[src/rtl/muldiv_pkg.sv]
// muldiv_pkg: shared op codes, FSM states and sign-fix helper
// for the muldiv_unit execute-stage multiply/divide block.
package muldiv_pkg;

  localparam logic [1:0] OP_MULT  = 2'd0;
  localparam logic [1:0] OP_MULTU = 2'd1;
  localparam logic [1:0] OP_DIV   = 2'd2;
  localparam logic [1:0] OP_DIVU  = 2'd3;

  typedef enum logic [2:0] {
    S_IDLE,
    S_PREP,
    S_ITER,
    S_FIX,
    S_DONE
  } state_e;

  typedef struct packed {
    logic neg_lo;
    logic neg_hi;
    logic neg_prod;
  } fix_t;

  // Which parts of a magnitude result need negating.
  // Quotient follows sa^sb, remainder follows the
  // dividend, a product is negated as a whole.
  function automatic fix_t sign_fix(
    input logic [1:0] op,
    input logic       sa,
    input logic       sb
  );
    fix_t f;
    logic sg;
    logic dv;
    sg = (op == OP_MULT) || (op == OP_DIV);
    dv = (op == OP_DIV) || (op == OP_DIVU);
    f.neg_lo   = sg & dv & (sa ^ sb);
    f.neg_hi   = sg & dv & sa;
    f.neg_prod = sg & ~dv & (sa ^ sb);
    return f;
  endfunction

endpackage

[src/rtl/muldiv_step.sv]
// muldiv_step: one combinational iteration, either a
// restoring-divide step or a shift-add multiply step.
module muldiv_step
  import muldiv_pkg::*;
#(
  parameter int WIDTH = 32
) (
  input  logic             i_is_div,
  input  logic [WIDTH-1:0] i_acc,
  input  logic [WIDTH-1:0] i_q,
  input  logic [WIDTH-1:0] i_m,
  output logic [WIDTH-1:0] o_acc,
  output logic [WIDTH-1:0] o_q
);

  logic [WIDTH:0] w_rem_sh;
  logic [WIDTH:0] w_diff;
  logic [WIDTH:0] w_sum;

  assign w_rem_sh = {i_acc, i_q[WIDTH-1]};
  assign w_diff   = w_rem_sh - {1'b0, i_m};
  assign w_sum    = {1'b0, i_acc}
                  + (i_q[0] ? {1'b0, i_m} : '0);

  // Divide: keep the difference when it did not borrow.
  // Multiply: add then shift {acc,q} right by one.
  always_comb begin
    o_acc = i_acc;
    o_q   = i_q;
    if (i_is_div) begin
      if (w_diff[WIDTH]) begin
        o_acc = w_rem_sh[WIDTH-1:0];
        o_q   = {i_q[WIDTH-2:0], 1'b0};
      end else begin
        o_acc = w_diff[WIDTH-1:0];
        o_q   = {i_q[WIDTH-2:0], 1'b1};
      end
    end else begin
      o_acc = w_sum[WIDTH:1];
      o_q   = {w_sum[0], i_q[WIDTH-1:1]};
    end
  end

endmodule

[src/rtl/muldiv_unit.sv]
// muldiv_unit: iterative MULT/MULTU/DIV/DIVU with HI/LO.
// Define MULDIV_FAST_MUL_EN for single-cycle multiplies.
module muldiv_unit
  import muldiv_pkg::*;
#(
  parameter int WIDTH = 32
) (
  input  logic             i_clk,
  input  logic             i_rst,
  input  logic             i_start,
  input  logic [1:0]       i_op,
  input  logic [WIDTH-1:0] i_a,
  input  logic [WIDTH-1:0] i_b,
  input  logic             i_cancel,
  input  logic             i_we_hi,
  input  logic             i_we_lo,
  input  logic [WIDTH-1:0] i_wdata,
  output logic             o_stall,
  output logic             o_busy,
  output logic [WIDTH-1:0] o_hi,
  output logic [WIDTH-1:0] o_lo
);

  localparam int CW = $clog2(WIDTH);

  state_e           r_state;
  logic [1:0]       r_op;
  logic [WIDTH-1:0] r_a;
  logic [WIDTH-1:0] r_b;
  logic             r_sa;
  logic             r_sb;
  logic [WIDTH-1:0] r_acc;
  logic [WIDTH-1:0] r_q;
  logic [CW-1:0]    r_cnt;
  logic [WIDTH-1:0] r_hi;
  logic [WIDTH-1:0] r_lo;

  logic             w_sgn_in;
  logic             w_neg_a;
  logic             w_neg_b;
  logic [WIDTH-1:0] w_abs_a;
  logic [WIDTH-1:0] w_abs_b;
  logic [WIDTH-1:0] w_acc_nx;
  logic [WIDTH-1:0] w_q_nx;
  fix_t             w_fix;
  logic [2*WIDTH-1:0] w_prod;
  logic [2*WIDTH-1:0] w_prod_c;
  logic [WIDTH-1:0] w_quo_c;
  logic [WIDTH-1:0] w_rem_c;
  logic [WIDTH-1:0] w_res_hi;
  logic [WIDTH-1:0] w_res_lo;

  assign w_sgn_in = (i_op == OP_MULT) || (i_op == OP_DIV);
  assign w_neg_a  = w_sgn_in & i_a[WIDTH-1];
  assign w_neg_b  = w_sgn_in & i_b[WIDTH-1];
  assign w_abs_a  = w_neg_a ? -i_a : i_a;
  assign w_abs_b  = w_neg_b ? -i_b : i_b;

  muldiv_step #(
    .WIDTH (WIDTH)
  ) u_step (
    .i_is_div (r_op[1]),
    .i_acc    (r_acc),
    .i_q      (r_q),
    .i_m      (r_b),
    .o_acc    (w_acc_nx),
    .o_q      (w_q_nx)
  );

  assign w_fix    = sign_fix(r_op, r_sa, r_sb);
  assign w_prod   = {r_acc, r_q};
  assign w_prod_c = w_fix.neg_prod ? -w_prod : w_prod;
  assign w_quo_c  = w_fix.neg_lo ? -r_q : r_q;
  assign w_rem_c  = w_fix.neg_hi ? -r_acc : r_acc;

  // Divide by zero forces an all-ones quotient; the
  // remainder path already yields the dividend.
  assign w_res_lo = !r_op[1] ? w_prod_c[WIDTH-1:0]
                  : (r_b == '0) ? '1 : w_quo_c;
  assign w_res_hi = !r_op[1] ? w_prod_c[2*WIDTH-1:WIDTH]
                  : w_rem_c;

`ifdef MULDIV_FAST_MUL_EN
  logic [2*WIDTH-1:0] w_fprod;
  logic [2*WIDTH-1:0] w_fprod_c;
  assign w_fprod   = {{WIDTH{1'b0}}, w_abs_a}
                   * {{WIDTH{1'b0}}, w_abs_b};
  assign w_fprod_c = (w_neg_a ^ w_neg_b)
                   ? -w_fprod : w_fprod;
`endif

  // Control FSM, datapath and HI/LO; result writes are
  // placed after MTHI/MTLO so a same-edge result wins.
  always_ff @(posedge i_clk or posedge i_rst) begin
    if (i_rst) begin
      r_state <= S_IDLE;
      r_op    <= '0;
      r_a     <= '0;
      r_b     <= '0;
      r_sa    <= 1'b0;
      r_sb    <= 1'b0;
      r_acc   <= '0;
      r_q     <= '0;
      r_cnt   <= '0;
      r_hi    <= '0;
      r_lo    <= '0;
    end else begin
      if (i_we_hi) r_hi <= i_wdata;
      if (i_we_lo) r_lo <= i_wdata;
      if (i_cancel) begin
        r_state <= S_IDLE;
      end else begin
        unique case (r_state)
          S_IDLE: begin
            if (i_start) begin
              r_op  <= i_op;
              r_a   <= w_abs_a;
              r_b   <= w_abs_b;
              r_sa  <= w_neg_a;
              r_sb  <= w_neg_b;
`ifdef MULDIV_FAST_MUL_EN
              if (!i_op[1]) begin
                r_hi    <= w_fprod_c[2*WIDTH-1:WIDTH];
                r_lo    <= w_fprod_c[WIDTH-1:0];
                r_state <= S_DONE;
              end else begin
                r_state <= S_PREP;
              end
`else
              r_state <= S_PREP;
`endif
            end
          end
          S_PREP: begin
            r_acc   <= '0;
            r_q     <= r_a;
            r_cnt   <= CW'(WIDTH - 1);
            r_state <= S_ITER;
          end
          S_ITER: begin
            r_acc <= w_acc_nx;
            r_q   <= w_q_nx;
            if (r_cnt == '0) begin
              r_state <= S_FIX;
            end else begin
              r_cnt <= r_cnt - CW'(1);
            end
          end
          S_FIX: begin
            r_hi    <= w_res_hi;
            r_lo    <= w_res_lo;
            r_state <= S_DONE;
          end
          S_DONE:  r_state <= S_IDLE;
          default: r_state <= S_IDLE;
        endcase
      end
    end
  end

  assign o_stall = i_start & (r_state != S_DONE)
                 & ~i_cancel;
  assign o_busy  = (r_state != S_IDLE)
                 && (r_state != S_DONE);
  assign o_hi    = r_hi;
  assign o_lo    = r_lo;

endmodule

[config.mk]
export PLATFORM = sky130hd
export DESIGN_NAME = muldiv_unit
export DESIGN_NICKNAME = d
export VERILOG_FILES = /design/src/rtl/muldiv_pkg.sv /design/src/rtl/muldiv_step.sv /design/src/rtl/muldiv_unit.sv
export SDC_FILE = /design/constraint.sdc
export NUM_CORES = 1
export LEC_CHECK = 0
export ABC_AREA = 1
export BUFFER_PORTS_ARGS = -buffer_cell sky130_fd_sc_hd__buf_4
export CELL_PAD_IN_SITES_DETAIL_PLACEMENT = 2
export CELL_PAD_IN_SITES_GLOBAL_PLACEMENT = 2
export CORE_MARGIN = 4
export CORE_UTILIZATION = 33
export CTS_BUF_LIST = sky130_fd_sc_hd__clkbuf_4 sky130_fd_sc_hd__clkbuf_8 sky130_fd_sc_hd__clkbuf_16
export DETAILED_ROUTE_END_ITERATION = 10
export GPL_TIMING_DRIVEN = 0
export PLACE_DENSITY_LB_ADDON = 0.1
export SLEW_MARGIN = 20
export SYNTH_ARGS = -nofsm -noshare
export SYNTH_HDL_FRONTEND = slang
export SYNTH_SLANG_ARGS = --single-unit
[constraint.sdc]
create_clock -name i_clk -period 6.9 [get_ports i_clk]
set_clock_uncertainty 0.2 [all_clocks]
set_input_delay 0.69 -clock i_clk [delete_from_list [all_inputs] [get_ports i_clk]]
set_output_delay 0.69 -clock i_clk [all_outputs]
set_load 0.03 [all_outputs]
# --- Yosys cells after proc, flatten, opt, wreduce, memory -nomap -nowiden ---
# Index checks and enable logic that the tools add are counted.
classes:
  add_sub_neg: 8
  n_eq_ne: 10
  n_mux: 27
  n_bitwise: 12
  n_reduce_logical: 15
ops:
  columns: ["cell", "count"]
  rows:
  - ["$mux W32", 17]
  - ["$neg A32 Y32", 4]
  - ["$pmux W32 S2", 2]
  - ["$mux W64", 1]
  - ["$neg A64 Y64", 1]
  - ["$add A32 B33 Y33", 1]
  - ["$sub A33 B32 Y33", 1]
  - ["$logic_not A32 Y1", 1]
  - ["$pmux W3 S4", 1]
  - ["$pmux W5 S2", 1]
  - ["$and A1 B1 Y1", 9]
  - ["$mux W3", 3]
  - ["$ne A3 B3 Y1 const B", 3]
  - ["$eq A2 B2 Y1 const B", 3]
  - ["$eq A3 B2 Y1 const B", 2]
  - ["$reduce_and A3 Y1", 2]
  - ["$logic_not A5 Y1", 1]
  - ["$mux W5", 1]
  - ["$sub A5 B1 Y5 const B", 1]
  - ["$logic_not A2 Y1", 2]
  - ["$reduce_and A2 Y1", 2]
  - ["$eq A3 B1 Y1 const B", 1]
  - ["$logic_not A3 Y1", 1]
  - ["$logic_or A1 B1 Y1", 3]
  - ["other kinds (7)", 8]
word_totals:
  regBits: 204
  in_bits: 104
  out_inout_bits: 66
  elab_cells: 83

# --- Longest topological paths before layout ---
# Gate-level depths: netlist of the first run.
depth:
  ltp_word: 9
  depth_mapped: 20
  mapped_depth_nobuf: 19

# --- Modules after synthesis ---
# From an unflattened synthesis of the first run, not the netlist that was laid out.
hier_totals:
  hier_cells: 3369
  area_unflattened_um2: 19784.0
by_module_without_submodules:
  columns: ["module", "instances", "cells_each", "area_per_inst_um2", "seq_area_each_um2"]
  rows:
  - ["muldiv_unit", 1, 2061, 13446.6, 5104.9]
  - ["muldiv_step", 1, 1308, 6337.3, 0.0]

# --- Least setup slack after synthesis of the first run ---
# Ideal clock, no wire load.
synth_timing:
  kind: "reg-to-reg"
  startpoint: "register r_q[0]"
  endpoint: "register r_acc[15]"
  setup_time_ns: 0.116
  arrival_ns: 2.298
  required_ns: 6.584
  slack_ns: 4.285
  path_stages_with_launch: 20
  path_buffers: 2
  synth_period_minus_slack_ns: 2.615
  cell_sequence: "dfrtp_1 -> buf_2 -> clkbuf_1 -> nand2_1 -> inv_1 -> ha_1 -> inv_1 -> fa_1 -> inv_1 -> nand3_1 -> nand3_1 -> nand3b_1 -> nand3b_1 -> nand2_1 -> nand3_1 -> nand2_1 -> o21ai_0 -> inv_1 -> nand2_1 -> nand2_1"
synth_via:
  elab_chain_len: 4
synth_rtl:
  columns: ["item", "line", "text"]
  rows:
  - ["start: declaration", "muldiv_unit.sv:33", "logic [WIDTH-1:0] r_q;"]
  - ["start signal: assignment", "muldiv_unit.sv:136", "r_q <= r_a;"]
  - ["start signal: assignment", "muldiv_unit.sv:142", "r_q <= w_q_nx;"]
  - ["$mux W32", "muldiv_step.sv:23", "+ (i_q[0] ? {1'b0, i_m} : '0);"]
  - ["$add A32 B33 Y33", "muldiv_step.sv:23", null]
  - ["$mux W32", "muldiv_step.sv:30", "if (i_is_div) begin"]
  - ["$pmux W32 S2", "muldiv_unit.sv:113", "unique case (r_state)"]
  - ["end signal: assignment", "muldiv_unit.sv:141", "r_acc <= w_acc_nx;"]
  - ["end: declaration", "muldiv_unit.sv:32", "logic [WIDTH-1:0] r_acc;"]
# Every way passes these cells.
# A chain may end at the register's enable or synchronous reset.

# --- Worst setup path in the final report of the first run ---
layout_timing:
  startpoint: "register r_q[0]"
  endpoint: "register r_acc[7]"
# The elaborated chain is that of the path after synthesis.

==> results of run 1 <==
==> routing by layer <==
| metal | GRT usage, % | routed length [um] |
|---|---|---|
| met1 | 44.9 | 48500 |
| met2 | 51.3 | 45600 |
| met3 | 3.91 | 4490 |
| met4 | 8.22 | 2810 |
| met5 | 0 | 22 |
==> power by group through the flow <==
stage	combinational (W)	clock, W	sequential [W]
2_1_floorplan	0.00415	0	0.00197
3_3_place_gp	0.00620	0	0.00223
3_5_place_dp	0.00649	0	0.00226
4_1_cts	0.00655	0.00144	0.00225
5_1_grt	0.00732	0.00150	0.00230
6_report	0.00666	0.00143	0.00229
==> flip-flops by register name (all words and copies together) (netlist names) <==
register,cells
r_op,2
r_sa,1
r_sb,1
r_b,32
r_cnt,5
r_acc,32
o_lo,32
r_q,32
r_state,3
r_a,32
o_hi,32
==> stage by stage <==
step | cells | setup slack [ps] | cell area (um2) | power [W] | setup TNS (ps)
floorplan | 3204 | 443 | 19100 | 0.00612 | 0
global placement | 4127 | -2350 | 21300 | 0.00843 | -468050
detailed placement | 4129 | 3260 | 21300 | 0.00875 | 0
CTS | 4175 | 3220 | 22200 | 0.0102 | 0
global route | 4175 | 3000 | 22200 | 0.0111 | 0
finish | 4175 | 3160 | 22200 | 0.0104 | 0
==> critical path: cells and delay by family (launching register included) <==
family          cells  cell delay (ps)
simple gates        5              570
buf+inv             6             1100
compound gates      2              380
xor+xnor            1              490
fa+ha+maj           2              610
flops               1              320
==> worst paths after layout <==
kind / startpoint / endpoint / slack (ps) / cells after the start
max in group asynchronous: i_rst / r_b[17] / 5060 / 4
min in group asynchronous: i_rst / o_hi[15] / 520 / 3
worst min-delay path: i_b[0] / r_b[0] / 180 / 3
worst max register to register: r_q[0] / r_acc[7] / 3160 / 16
worst min register to register: r_cnt[4] / r_cnt[4] / 280 / 1
worst max-delay path: r_q[0] / r_acc[7] / 3160 / 16
==> cell families after synthesis <==
| group | synth area share [%] |
|---|---|
| adder cells (fa/ha/maj) | 4.80 |
| buffers and inverters | 11.0 |
| AND/OR/NAND/NOR | 41.1 |
| XOR/XNOR | 3.31 |
| multiplexers | 0.367 |
| flip-flops | 26.8 |
| AO/OA/AOI/OAI | 12.7 |
==> repair_timing <==
item,4_1_cts,5_1_grt
hold buffers,1,0
hold endpoints to repair,49,0
gates resized for setup,0,0
==> area by class of cell <==
type,count,area [um2],area share [%]
plain buffers,102,447,2.01
clock buffers,34,759,3.42
repair buffers,170,1320,5.93
inverters,440,1660,7.46
well taps,756,946,4.26
clock inverters,11,121,0.546
flip-flops and latches,204,5100,23.0
multi-input cells,2458,11900,53.4
==> cells in the mapped netlist, types with 4 or more instances <==
cell / instances
a21o_1: 5
a21oi_1: 153
a22oi_1: 4
a31oi_1: 9
and2_1: 5
buf_1: 11
buf_2: 21
buf_6: 5
clkbuf_1: 65
dfrtp_1: 204
ha_1: 70
inv_1: 428
inv_2: 9
mux2i_1: 7
nand2_1: 1181
nand2_2: 11
nand2_4: 5
nand3_1: 256
nand3_2: 5
nand3b_1: 23
nand4_1: 30
nor2_1: 301
nor2_2: 13
nor3_1: 15
o211ai_1: 26
o21ai_0: 174
o21ai_1: 8
o21bai_1: 8
o221ai_1: 17
o31ai_1: 9
or2_2: 17
xnor2_1: 15
xor2_1: 57
==> impl_metrics.py, run 1 <==
metrics = {
    "layout": {
        "antennaDiodeCount": 0,
        "area_growth_pct": 16.5,
        "fillers": 7217,
        "post_route_cells_drive_above_1_share_pct": 9.27,
        "layout_commonest_cell": "nand2_1",
        "utilization_pct": 39.1,
        "nNetsFinal": 3579,
        "layout_common_cells": "nand2_1, inv_1, nor2_1",
    },
    "logic_synthesis": {
        "seq_area_frac_synth_pct": 26.8,
        "synth_top_area_cell": "dfrtp_1",
        "synth_nets": 3380,
        "synth_top_flop_cell": "dfrtp_1",
        "ys_ff_latch": 204,
        "yosysWarnings": 0,
        "postSynthAreaPerCell_um2": 5.95,
        "synth_area_um2": 19100,
        "synth_enable_flop_cells": 0,
        "async_flop_share_pct": 100,
        "syn_inst": 3204,
        "synth.area.top_cells": "dfrtp_1, nand2_1, inv_1",
        "synth.top_cell.area_share_pct": 26.8,
        "synth.distinct_cells": 53,
    },
    "critical_path": {
        "crit_type": "flop to flop",
        "max_stage_delay_ps": 490,
        "path_cells": "buf_2, clkbuf_1, nand2_1, inv_1, ha_1, inv_1, fa_1, inv_1, nand3_1, nand3_1, inv_1, o21bai_1, xor2_1, o21ai_0, nand3b_1, nand2_1",
        "critical_path_arrival_ps": 4040,
        "cpMostUsedCell": "inv_1",
        "cp.required_ps": 7200,
        "critPathSlowestCell": "xor2_1",
        "endpoint_kind": "flop",
        "critPathLaunchType": "flop",
        "path_max_fanout": 10,
    },
    "clock_tree": {
        "cts.sinks": 204,
        "clkLatencyLatePin_ps": 570,
        "clock_path_buffers": 3,
        "numCtsBuffers": 27,
        "postCtsSetupRepairBufs": 0,
        "ctsRootBufferMaster": "clkbuf_16",
        "cts_max_level": 1,
        "path_clk_slew_ps": 60,
        "cts_tree": "done",
    },
    "flow_run": {
        "drv_cap": 0,
    },
    "timing": {
        "fin_crit_sh_pct": 54.2,
        "period_minus_slack_ps": 3740,
        "fmax_mhz": 267,
        "slew_violations": 0,
        "rsz0062_at_grt": "false",
        "slew_headroom_pct": 25.5,
        "final_hold_viol_count": 0,
        "worst_slew_pin_slew_ps": 1120,
        "setup_viol": 0,
        "hold_ws_ps": 183,
    },
    "outcome": {
        "outcome": "complete, no violations",
    },
    "power": {
        "p_seq_share_pct": 22.1,
        "leakage_nw": 11.9,
        "internal_power_w": 0.00433,
        "combPwrFrac_pct": 64.2,
        "p_switching_w": 0.00604,
        "netSwitchingFraction_pct": 58.2,
        "peakVddDrop_mv": 0.205,
        "powerDensity_nw_per_um2": 467,
        "clockPowerShare_pct": 13.8,
    },
    "detailed_routing": {
        "wl_per_cell_um": 24.3,
        "via_per_inst": 5.44,
        "via_count": 22693,
        "detail-route-antenna-nets": 0,
        "finalWirelength_um": 101000,
        "drtIter0Drc": 1584,
        "first_pass_iters": 5,
        "drc_errors": 0,
    },
    "floorplan": {
        "die_h_um": 248,
        "fp-row-count": 87,
        "dieArea_um2": 61700,
        "io_pins": 170,
        "core_area_um2": 56800,
        "die_x_um": 248,
        "start_util_pct": 33.6,
    },
    "global_route": {
        "grt_max_degree": 105,
        "grtUsageTotal_pct": 31.7,
        "antenna_found_initial": 2,
        "grt_first_pass_wirelength_um": 153000,
        "grt_pass1_vias": 24311,
        "grt_overflow": 0,
    },
    "placed_design": {
        "dp_hpwl_um": 84200,
        "io_buffer_count": 167,
        "gp_congestion": 0.962,
    },
    "hold_path": {
        "hold_path_class": "input pin to flop",
    },
}
Note: power is estimated with default switching activity, not from simulation.
==> run 2: changes to the inputs <==
--- a/config.mk
+++ b/config.mk
@@ -10,7 +10,7 @@
 export CELL_PAD_IN_SITES_DETAIL_PLACEMENT = 2
 export CELL_PAD_IN_SITES_GLOBAL_PLACEMENT = 2
 export CORE_MARGIN = 4
-export CORE_UTILIZATION = 33
+export CORE_UTILIZATION = 29
 export CTS_BUF_LIST = sky130_fd_sc_hd__clkbuf_4 sky130_fd_sc_hd__clkbuf_8 sky130_fd_sc_hd__clkbuf_16
 export DETAILED_ROUTE_END_ITERATION = 10
 export GPL_TIMING_DRIVEN = 0
==> constraint.sdc (replaced) <==
create_clock -name i_clk -period 3.4 [get_ports i_clk]
set_clock_uncertainty 0.2 [all_clocks]
set_input_delay 0.34 -clock i_clk [delete_from_list [all_inputs] [get_ports i_clk]]
set_output_delay 0.34 -clock i_clk [all_outputs]
set_load 0.03 [all_outputs]
==> run 2 against run 1 <==
Effect of this change:
- core utilization fell by 2.8 points
- sequential share of layout area fell by 1.2 points
- non-clock buffer count rose by 106
- first-iteration DRC count fell by 13%
- flip-flop and latch count did not move
==> impl_metrics.py, run 2 (synthesis gave the netlist of run 1 again) <==
metrics = {
    "detailed_routing": {
        "detail-route-antenna-nets": 0,
        "finalWirelength_um": 104000,
        "wl_per_cell_um": 23.6,
        "wl_met3_um": 4100,
        "first_pass_iters": 5,
        "wl_met1_um": 49600,
        "via_per_inst": 5.24,
        "dr_wl_met2_um": 47700,
        "drtIter0Drc": 1379,
        "via_count": 23001,
        "drc_errors": 0,
        "topRoutingLayerUsed": "met4",
    },
    "global_route": {
        "grt_first_pass_wirelength_um": 156000,
        "grtUsageTotal_pct": 28.7,
        "antenna_found_initial": 0,
        "grt_max_degree": 32,
        "grt_pass1_vias": 24806,
        "grt_overflow": 0,
    },
    "timing": {
        "worst_slew_pin_slew_ps": 1130,
        "fin_crit_sh_pct": 96.6,
        "setup_viol": 0,
        "slew_violations": 0,
        "setup-tns-final_ps": 0,
        "slew_headroom_pct": 24.4,
        "hold_ws_ps": 35.9,
        "final_hold_viol_count": 0,
        "period_minus_slack_ps": 3290,
        "fmax_mhz": 304,
    },
    "layout": {
        "multi_input_area_um2": 11900,
        "nNetsFinal": 3686,
        "regArea_um2": 5120,
        "post_route_cells_drive_above_1_share_pct": 9.94,
        "instances_no_fill": 4387,
        "area_growth_pct": 23.4,
        "antennaDiodeCount": 0,
        "fillers": 8069,
        "layout_commonest_cell": "nand2_1",
        "final_area_um2": 23500,
        "layout_common_cells": "nand2_1, inv_1, nor2_1",
    },
    "clock_tree": {
        "clkLatencyLatePin_ps": 610,
        "cts_tree": "done",
        "cts_max_level": 1,
        "path_clk_slew_ps": 60,
        "ctsRootBufferMaster": "clkbuf_16",
        "clock_path_buffers": 3,
        "numCtsBuffers": 28,
        "cts.sinks": 204,
    },
    "critical_path": {
        "path_max_fanout": 10,
        "cp.required_ps": 3690,
        "r2r-start": "r_acc[30]",
        "ff2ff_setup_slack_ps": 110,
        "crit_start": "r_acc[30]",
        "crit_type": "flop to flop",
        "timing.rr.end": "r_acc[26]",
        "critPathLaunchType": "flop",
        "endpoint": "r_acc[26]",
        "critical_path_arrival_ps": 3570,
        "endpoint_kind": "flop",
        "ff2ff_path_depth": 13,
    },
    "floorplan": {
        "die_x_um": 264,
        "start_util_pct": 29.4,
        "core_area_um2": 64800,
        "dieArea_um2": 69900,
        "io_pins": 170,
        "fp-row-count": 93,
        "die_h_um": 264,
    },
    "hold_path": {
        "hold_path_class": "input pin to flop",
    },
    "placed_design": {
        "gp_congestion": 0.932,
        "place_area_um2": 21600,
        "dp_cells": 4233,
        "dp_hpwl_um": 85200,
        "io_buffer_count": 167,
    },
    "outcome": {
        "outcome": "complete, no violations",
    },
    "power": {
        "peakVddDrop_mv": 0.437,
        "power_w": 0.0213,
        "leakage_nw": 12.3,
        "powerDensity_nw_per_um2": 903,
    },
    "flow_run": {
        "drv_cap": 0,
    },
}
run 2: worst max-delay path: stages (launching register included):
cell	delay (ps)
dfrtp_1	710
ha_1	380
a21o_1	220
nor2_1	180
nand2_1	120
a21oi_4	300
nand3_1	220
nand2_4	170
buf_6	170
nand2_1	160
nand2_1	100
nand2_1	70
nand2_1	90
nand2_1	50
run 2: cell type report:
type,instances,share of cell area [%]
inverter,440,7.05
clock buffer,34,3.27
tap,855,4.54
multi-input combinational,2458,50.5
clock inverter,18,0.707
buffer,102,1.93
sequential,204,21.7
timing repair buffer,276,10.2
run 2: layer usage:
layer  global-route usage (%)  vias to the layer above
li1                         -                    10771
met1                     41.1                    11655
met2                     48.0                      465
met3                     2.24                      110
met4                     5.65                        0
met5                        0                        -
run 2: per-stage QoR:
step	util (%)	setup WS, ps
global route	36.3	-6.83
CTS	36.2	21.3
finish	36.3	115
global placement	33.0	-1580
detailed placement	33.3	-235
floorplan	-	216
run 2: repair_timing:
item	CTS	global route
setup buffers	0	4
pin swaps	0	1
endpoints found under the hold margin	166	0
resized for setup	4	22
cloned	0	0
hold buffers	98	0
setup endpoints to repair	13	31
run 2: worst min-delay path by stage:
stage	end	startpoint	cells past startpoint	slack, ps
2_1_floorplan	r_cnt[4]	r_cnt[4]	1	240
3_5_place_dp	o_lo[10]	i_rst	2	240
6_report	r_a[24]	i_a[24]	6	40
3_3_place_gp	r_cnt[4]	r_cnt[4]	1	260
4_1_cts	r_b[28]	i_b[28]	4	1
5_1_grt	r_b[28]	i_b[28]	4	40
run 2: power breakdown:
group          total, W  internal [W]  switching [W]
logic            0.0136       0.00403        0.00961
clock network   0.00305       0.00171        0.00134
registers       0.00457       0.00318        0.00139
